File: config.mk
export PLATFORM = sky130hd
export DESIGN_NAME = bus_arbiter_rr_n
export DESIGN_NICKNAME = d
export VERILOG_FILES = /design/src/rtl/bus_arbiter_rr_n.sv
export SDC_FILE = /design/constraint.sdc
export NUM_CORES = 1
export LEC_CHECK = 0
export CAP_MARGIN = 5
export CORE_UTILIZATION = 46
export DETAILED_ROUTE_END_ITERATION = 6
export PLACE_DENSITY = 0.87
export SLEW_MARGIN = 20
export SYNTH_ARGS = -nofsm -noshare
export SYNTH_HDL_FRONTEND = slang
export SYNTH_SLANG_ARGS = --single-unit
File: constraint.sdc
create_clock -name clk -period 2.2 [get_ports clk]
set_input_delay 0.33 -clock clk [delete_from_list [all_inputs] [get_ports clk]]
set_output_delay 0.33 -clock clk [all_outputs]
set_load 0.02 [all_outputs]
File: src/rtl/bus_arbiter_rr_n.sv
// Round-robin bus arbiter for NUM_MASTERS masters with an optional tenure limit
// (MAX_HOLD) and a per-master lock that lets the current owner defer handover.
module bus_arbiter_rr_n #(
  parameter int NUM_MASTERS = 4,
  parameter int OWNER_W     = 2,
  parameter int MAX_HOLD    = 16
) (
  input  logic                   clk,
  input  logic                   reset,
  input  logic [NUM_MASTERS-1:0] req_,
  input  logic [NUM_MASTERS-1:0] lock_,
  output logic [NUM_MASTERS-1:0] grnt_,
  output logic [OWNER_W-1:0]     owner
);

  localparam int CNT_W = $clog2(MAX_HOLD) + 1;
  localparam logic [CNT_W-1:0] HOLD_TOP = (MAX_HOLD > 0) ? CNT_W'(MAX_HOLD - 1) : '0;

  logic [OWNER_W-1:0]     r_owner;
  logic [CNT_W-1:0]       r_hold_cnt;

  logic [NUM_MASTERS-1:0] w_owner_1hot;
  logic                   w_req_own;
  logic                   w_lock_own;
  logic                   w_others;
  logic                   w_at_top;
  logic [OWNER_W-1:0]     w_search;
  logic [OWNER_W-1:0]     w_owner_nxt;
  logic [CNT_W-1:0]       w_hold_nxt;

  // First requester after the current owner in cyclic order; the owner itself is never a candidate.
  function automatic logic [OWNER_W-1:0] f_next_owner(input logic [OWNER_W-1:0]     cur,
                                                       input logic [NUM_MASTERS-1:0] req_n);
    logic [OWNER_W-1:0] sel;
    int                 cand;
    sel = cur;
    for (int i = NUM_MASTERS - 1; i >= 1; i--) begin
      cand = int'(cur) + i;
      if (cand >= NUM_MASTERS) cand = cand - NUM_MASTERS;
      if (!req_n[cand[OWNER_W-1:0]]) sel = cand[OWNER_W-1:0];
    end
    return sel;
  endfunction

  assign w_owner_1hot = NUM_MASTERS'(1) << r_owner;
  assign w_req_own    = ~req_[r_owner];
  assign w_lock_own   = ~lock_[r_owner];
  assign w_others     = |(~req_ & ~w_owner_1hot);
  assign w_at_top     = (MAX_HOLD != 0) && (r_hold_cnt == HOLD_TOP);
  assign w_search     = f_next_owner(r_owner, req_);

  always_comb begin
    w_owner_nxt = r_owner;
    w_hold_nxt  = '0;
    if (w_req_own) begin
      if (w_at_top && !w_lock_own && w_others) begin
        w_owner_nxt = w_search;
      end else if (MAX_HOLD != 0) begin
        w_hold_nxt = w_at_top ? HOLD_TOP : r_hold_cnt + CNT_W'(1);
      end
    end else if (w_others) begin
      w_owner_nxt = w_search;
    end
  end

  always_ff @(posedge clk or posedge reset) begin
    if (reset) begin
      r_owner    <= '0;
      r_hold_cnt <= '0;
    end else begin
      r_owner    <= w_owner_nxt;
      r_hold_cnt <= w_hold_nxt;
    end
  end

  // Grant decoded purely from registered state: no combinational req_/lock_ path.
  assign grnt_ = ~w_owner_1hot;
  assign owner = r_owner;

endmodule

== Word level (Yosys, flattened, before mapping) ==
Index checks and enable logic that the tools add are counted.

* Memories: 0
* Input bits: 10
* Memory bits (read-only): 0
* Bits in latches: 0
* Bits in writable memories: 0
* Register bits: 7

* Multiply operators: 0
* Div/mod/pow operators: 0
* Add/sub/neg operators: 7
* Magnitude comparators: 7
* Shifts and indexed selects: 1
* Equal/unequal tests: 2
* Multiplexer cells: 22
* Bitwise gates (word level): 3
* Reductions and logical operators: 5

{| class="wikitable"
|+ Operator list
! operator !! count
|-
| $mux 2 || 9
|-
| $mux 5 || 3
|-
| $lt 2x3->1 const B || 4
|-
| $bmux 1 s2 || 5
|-
| $ge 3x3->1 const B || 3
|-
| $not 4->4 || 2
|-
| $add 2x2->3 const B || 2
|-
| $sub 2x1->2 const B || 3
|-
| $add 5x1->5 const B || 1
|-
| $eq 5x4->1 const B || 1
|-
| $mux 1 || 5
|-
| $and 4x4->4 || 1
|-
| $reduce_or 4->1 || 1
|-
| $shl 1x2->4 const A || 1
|-
| $add 2x1->3 const B || 1
|-
| $logic_and 1x1->1 || 2
|-
| $ne 2x2->1 const B || 1
|-
| $reduce_and 2->1 || 1
|-
| $reduce_bool 2->1 || 1
|}

== Logic depth before layout (Yosys ltp) ==
* Word-level depth: 10
* Mapped depth: 8
* Gate-level depth less buffers: 7

== Worst setup path after synthesis ==
No wires, ideal clock.

* Path kind: reg2reg
* Start: reg r_owner[1], in the netlist owner[1]
* End: reg r_owner[1], in the netlist owner[1]
* Setup slack: 0.228 ns
* Path buffers: 1
* Arrival: 1.845 ns
* Period minus slack after synthesis: 1.972 ns
* Stages on the path, launching flop included: 7
* Setup time: 0.128 ns
* Cells stage by stage: dfrtp_1 -> clkbuf_2 -> inv_1 -> ha_1 -> mux4_1 -> a31oi_1 -> mux2_1

* Longest elaborated chain between the ends: 10
* Elaborated cells on any way between the ends: 37

{| class="wikitable"
|+ Ends and longest elaborated chain
! element !! line !! source
|-
| from (decl) || 19 || <nowiki>logic [OWNER_W-1:0] r_owner;</nowiki>
|-
| from (signal assigned) || 71 || <nowiki>r_owner <= w_owner_nxt;</nowiki>
|-
| $add 2x2->3 || 38 || <nowiki>cand = int'(cur) + i;</nowiki>
|-
| $ge 3x3->1 or $sub 2x1->2 (tied branches) || 39 || <nowiki>if (cand >= NUM_MASTERS) cand = cand - NUM_MASTERS;</nowiki>
|-
| $mux 2 || 39 ||
|-
| $bmux 1 s2 || 40 || <nowiki>if (!req_n[cand[OWNER_W-1:0]]) sel = cand[OWNER_W-1:0];</nowiki>
|-
| $mux 1 (implied by the code) || 40 ||
|-
| $mux 2 (3 in series) || 40 ||
|-
| $mux 2 (on tied branches) || 56, 61 ||
|-
| $mux 2 || 55 || <nowiki>if (w_req_own) begin</nowiki>
|}

Parallel ways exist; a longest one is shown, timed or not. The select of a mux whose other input is x is not followed.
A chain may end at the register's enable or synchronous reset.

== Worst setup path in the final report ==
* Start: reg r_owner[0], in the netlist owner[0]
* End: out grnt_[1]

* Longest elaborated chain between the ends: 2

{| class="wikitable"
|+ Ends and longest elaborated chain
! element !! line !! source
|-
| $shl 1x2->4 || 45 || <nowiki>assign w_owner_1hot = NUM_MASTERS'(1) << r_owner;</nowiki>
|-
| $not 4->4 || 77 || <nowiki>assign grnt_ = ~w_owner_1hot;</nowiki>
|-
| to (decl) || 12 || <nowiki>output logic [NUM_MASTERS-1:0] grnt_,</nowiki>
|}

No other way between the ends.

==> results.cfg <==
[logic_synthesis]
synth_area_um2 = 617
yosys_warnings = 0
synth-seq-cells = 7
seq_area_frac_synth_pct = 28.4
yosysUniqueCellTypes = 25
syn_inst = 58
syn_avg_cell_area_um2 = 10.6
synth_nets = 73

[drt]
drt.antenna.violating_nets = 0
wl_per_cell_um = 14.7
routed_wl_mm = 1.34
remaining_drc_errors = 0
dr.first_iter.drc_count = 9
dr.pass1.iters = 4
vias_per_cell = 5.62
num_vias = 511

[grt]
antenna_found_initial = 0
grt_overflow = 0
track_usage_pct = 20.5
grt_max_degree = 11
grt_pass1_wl_mm = 2.10
first_global_vias = 537

[sta]
min_period_ns = 2.06
finalCritPeriodShare_pct = 93.6
tns_ns = 0
setup_ws_ns = 0.140
rsz0062_at_grt = no
fmax_ghz = 0.486
clock_skew_ns = 0.00611
setup_viol_count_final = 0
slew_headroom_pct = 80.2
slew_violations = 0
worst_pin_slew_ns = 0.295
hold_violations = 0

[pwr]
p_leak_nw = 0.363
p_per_area_nw_per_um2 = 1340
vdd_drop_max_v = 0.000710

[cells_and_area]
most-common-layout-cells = clkdlybuf4s50_1, inv_1, dfrtp_1
ff_latch_area_um2 = 175
final_common_cell = clkdlybuf4s50_1
area_growth_pct = 31.2
fin_cells = 91
drive_gt1_share_pct = 10.4
finalInstanceArea_um2 = 810
nets = 93
antenna_cells = 0
n_fill_cell = 101
multi_input_area_um2 = 388

[worst_setup_path]
crit_arrival_ns = 1.73
cp-end-kind = output pin
critPathMaxFanout = 10
startpoint_type = register
worstPathRequired_ns = 1.87
worstSetupPathType = reg -> out

[placement]
place_ws_ns = 0.102
gpl.final_weighted_congestion = 0.732
dpl_cell_area_um2 = 783
hpwl_mm = 1.08
portBuffers = 15
placedCellCount = 87

[clock_network]
cts_tree = done
clk_latency_ns = 0.25
cts_buffers = 3
cts_htree_levels = 1
cts_buffer_depth = 2
clk_pin_slew_ns = 0.06
root_buffer = clkbuf_4
post_cts_buffers = 0
clock-sinks = 7
cts_resized = 0
hold_buffers = 0

[die]
dieArea_um2 = 1490
io-pin-count = 16
die_width_um = 38.6
rows = 12
start_util_pct = 52.7
coreArea_um2 = 1170
die_h_um = 38.6

[job]
maxCapViolations = 0

[outcome]
outcome = completed

[min_path]
hp-class = in -> async
## report_power, final
| part | total, mW | leakage [nW] | switching [mW] | internal (mW) |
|---|---|---|---|---|
| logic | 0.757 | 0.258 | 0.379 | 0.378 |
| clock network | 0.117 | 0.0150 | 0.0474 | 0.0692 |
| registers | 0.214 | 0.0906 | 0.0411 | 0.173 |
## synthesized netlist by cell type (all sizes together)
master  count  area (um2)
nand2b      1        6.26
clkbuf      1        5.00
and2        1        6.26
buf         1        11.3
a22oi       1        7.51
xor2        1        8.76
mux4        5         128
dfrtp       7         175
o21ai       3        15.0
nor2b       1        13.8
nand4b      1        8.76
inv        10        37.5
o221ai      1        8.76
nand2       2        7.51
xnor2       2        17.5
mux2        1        11.3
a21oi       5        25.0
mux2i       1        10.0
nor2        1        3.75
ha          5        62.6
nand3       2        10.0
o22ai       4        31.3
a31oi       1        6.26
## final timing paths
check / startpoint / to / slack [ns] / cells after the start
max: owner[0]$_DFFE_PP0P_ / grnt_[1] / 0.14 / 4
min: reset / owner[0]$_DFFE_PP0P_ / 0.30 / 2
max reg2reg: owner[0]$_DFFE_PP0P_ / owner[1]$_DFFE_PP0P_ / 0.30 / 4
min reg2reg: r_hold_cnt[0]$_DFF_PP0_ / r_hold_cnt[0]$_DFF_PP0_ / 0.49 / 1
max in group asynchronous: reset / r_hold_cnt[2]$_DFF_PP0_ / 1.68 / 2
min in group clk: r_hold_cnt[0]$_DFF_PP0_ / r_hold_cnt[0]$_DFF_PP0_ / 0.49 / 1
## cell families (layout without fill, tap and decap cells)
family | after synthesis | in the layout | share of synthesized area, %
muxes | 7 | 7 | 24.1
buffers and inverters | 12 | 31 | 8.72
adders and majority gates | 5 | 5 | 10.1
DFF | 7 | 7 | 28.4
and+or+nand+nor | 9 | 9 | 9.13
AOI/OAI and AO/OA | 15 | 15 | 15.2
xor gates and xnor gates | 3 | 3 | 4.26
## area by class of cell
| class | count | area share [%] |
|---|---|---|
| sequential | 7 | 21.6 |
| multi-input combinational | 39 | 47.9 |
| timing repair buffer | 17 | 20.4 |
| inverter | 10 | 4.64 |
| tap | 14 | 2.16 |
| clock buffer | 4 | 3.25 |
## registers in the layout (all words and copies together) (netlist names)
name,count
owner,2
r_hold_cnt,5
## stage by stage
stage | utilization [%] | hold slack, ns | power [mW]
after CTS | 69.1 | 0.303 | 1.10
after global placement | 66.9 | 0.477 | 0.944
after global routing | 69.1 | 0.311 | 1.17
after floorplan | - | 0.133 | 0.742
after detailed placement | 66.9 | 0.487 | 0.973
final | 69.1 | 0.303 | 1.09
## metal layers
| metal | vias to the layer above | GRT usage (%) | part of all wire, % |
|---|---|---|---|
| li1 | 255 | - | - |
| met1 | 242 | 20.3 | 39 |
| met2 | 14 | 41.3 | 59 |
| met3 | 0 | 2.31 | 1.8 |
| met4 | 0 | 8.62 | 0 |
| met5 | - | 0 | 0 |
## critical path, cell delays in order (launching register included)
cell and delay, ns:
dfrtp_1 0.42, buf_4 0.19, ha_1 0.22, inv_1 0.06, clkdlybuf4s50_1 0.59
No activity file was read; power rests on OpenSTA's default activity.
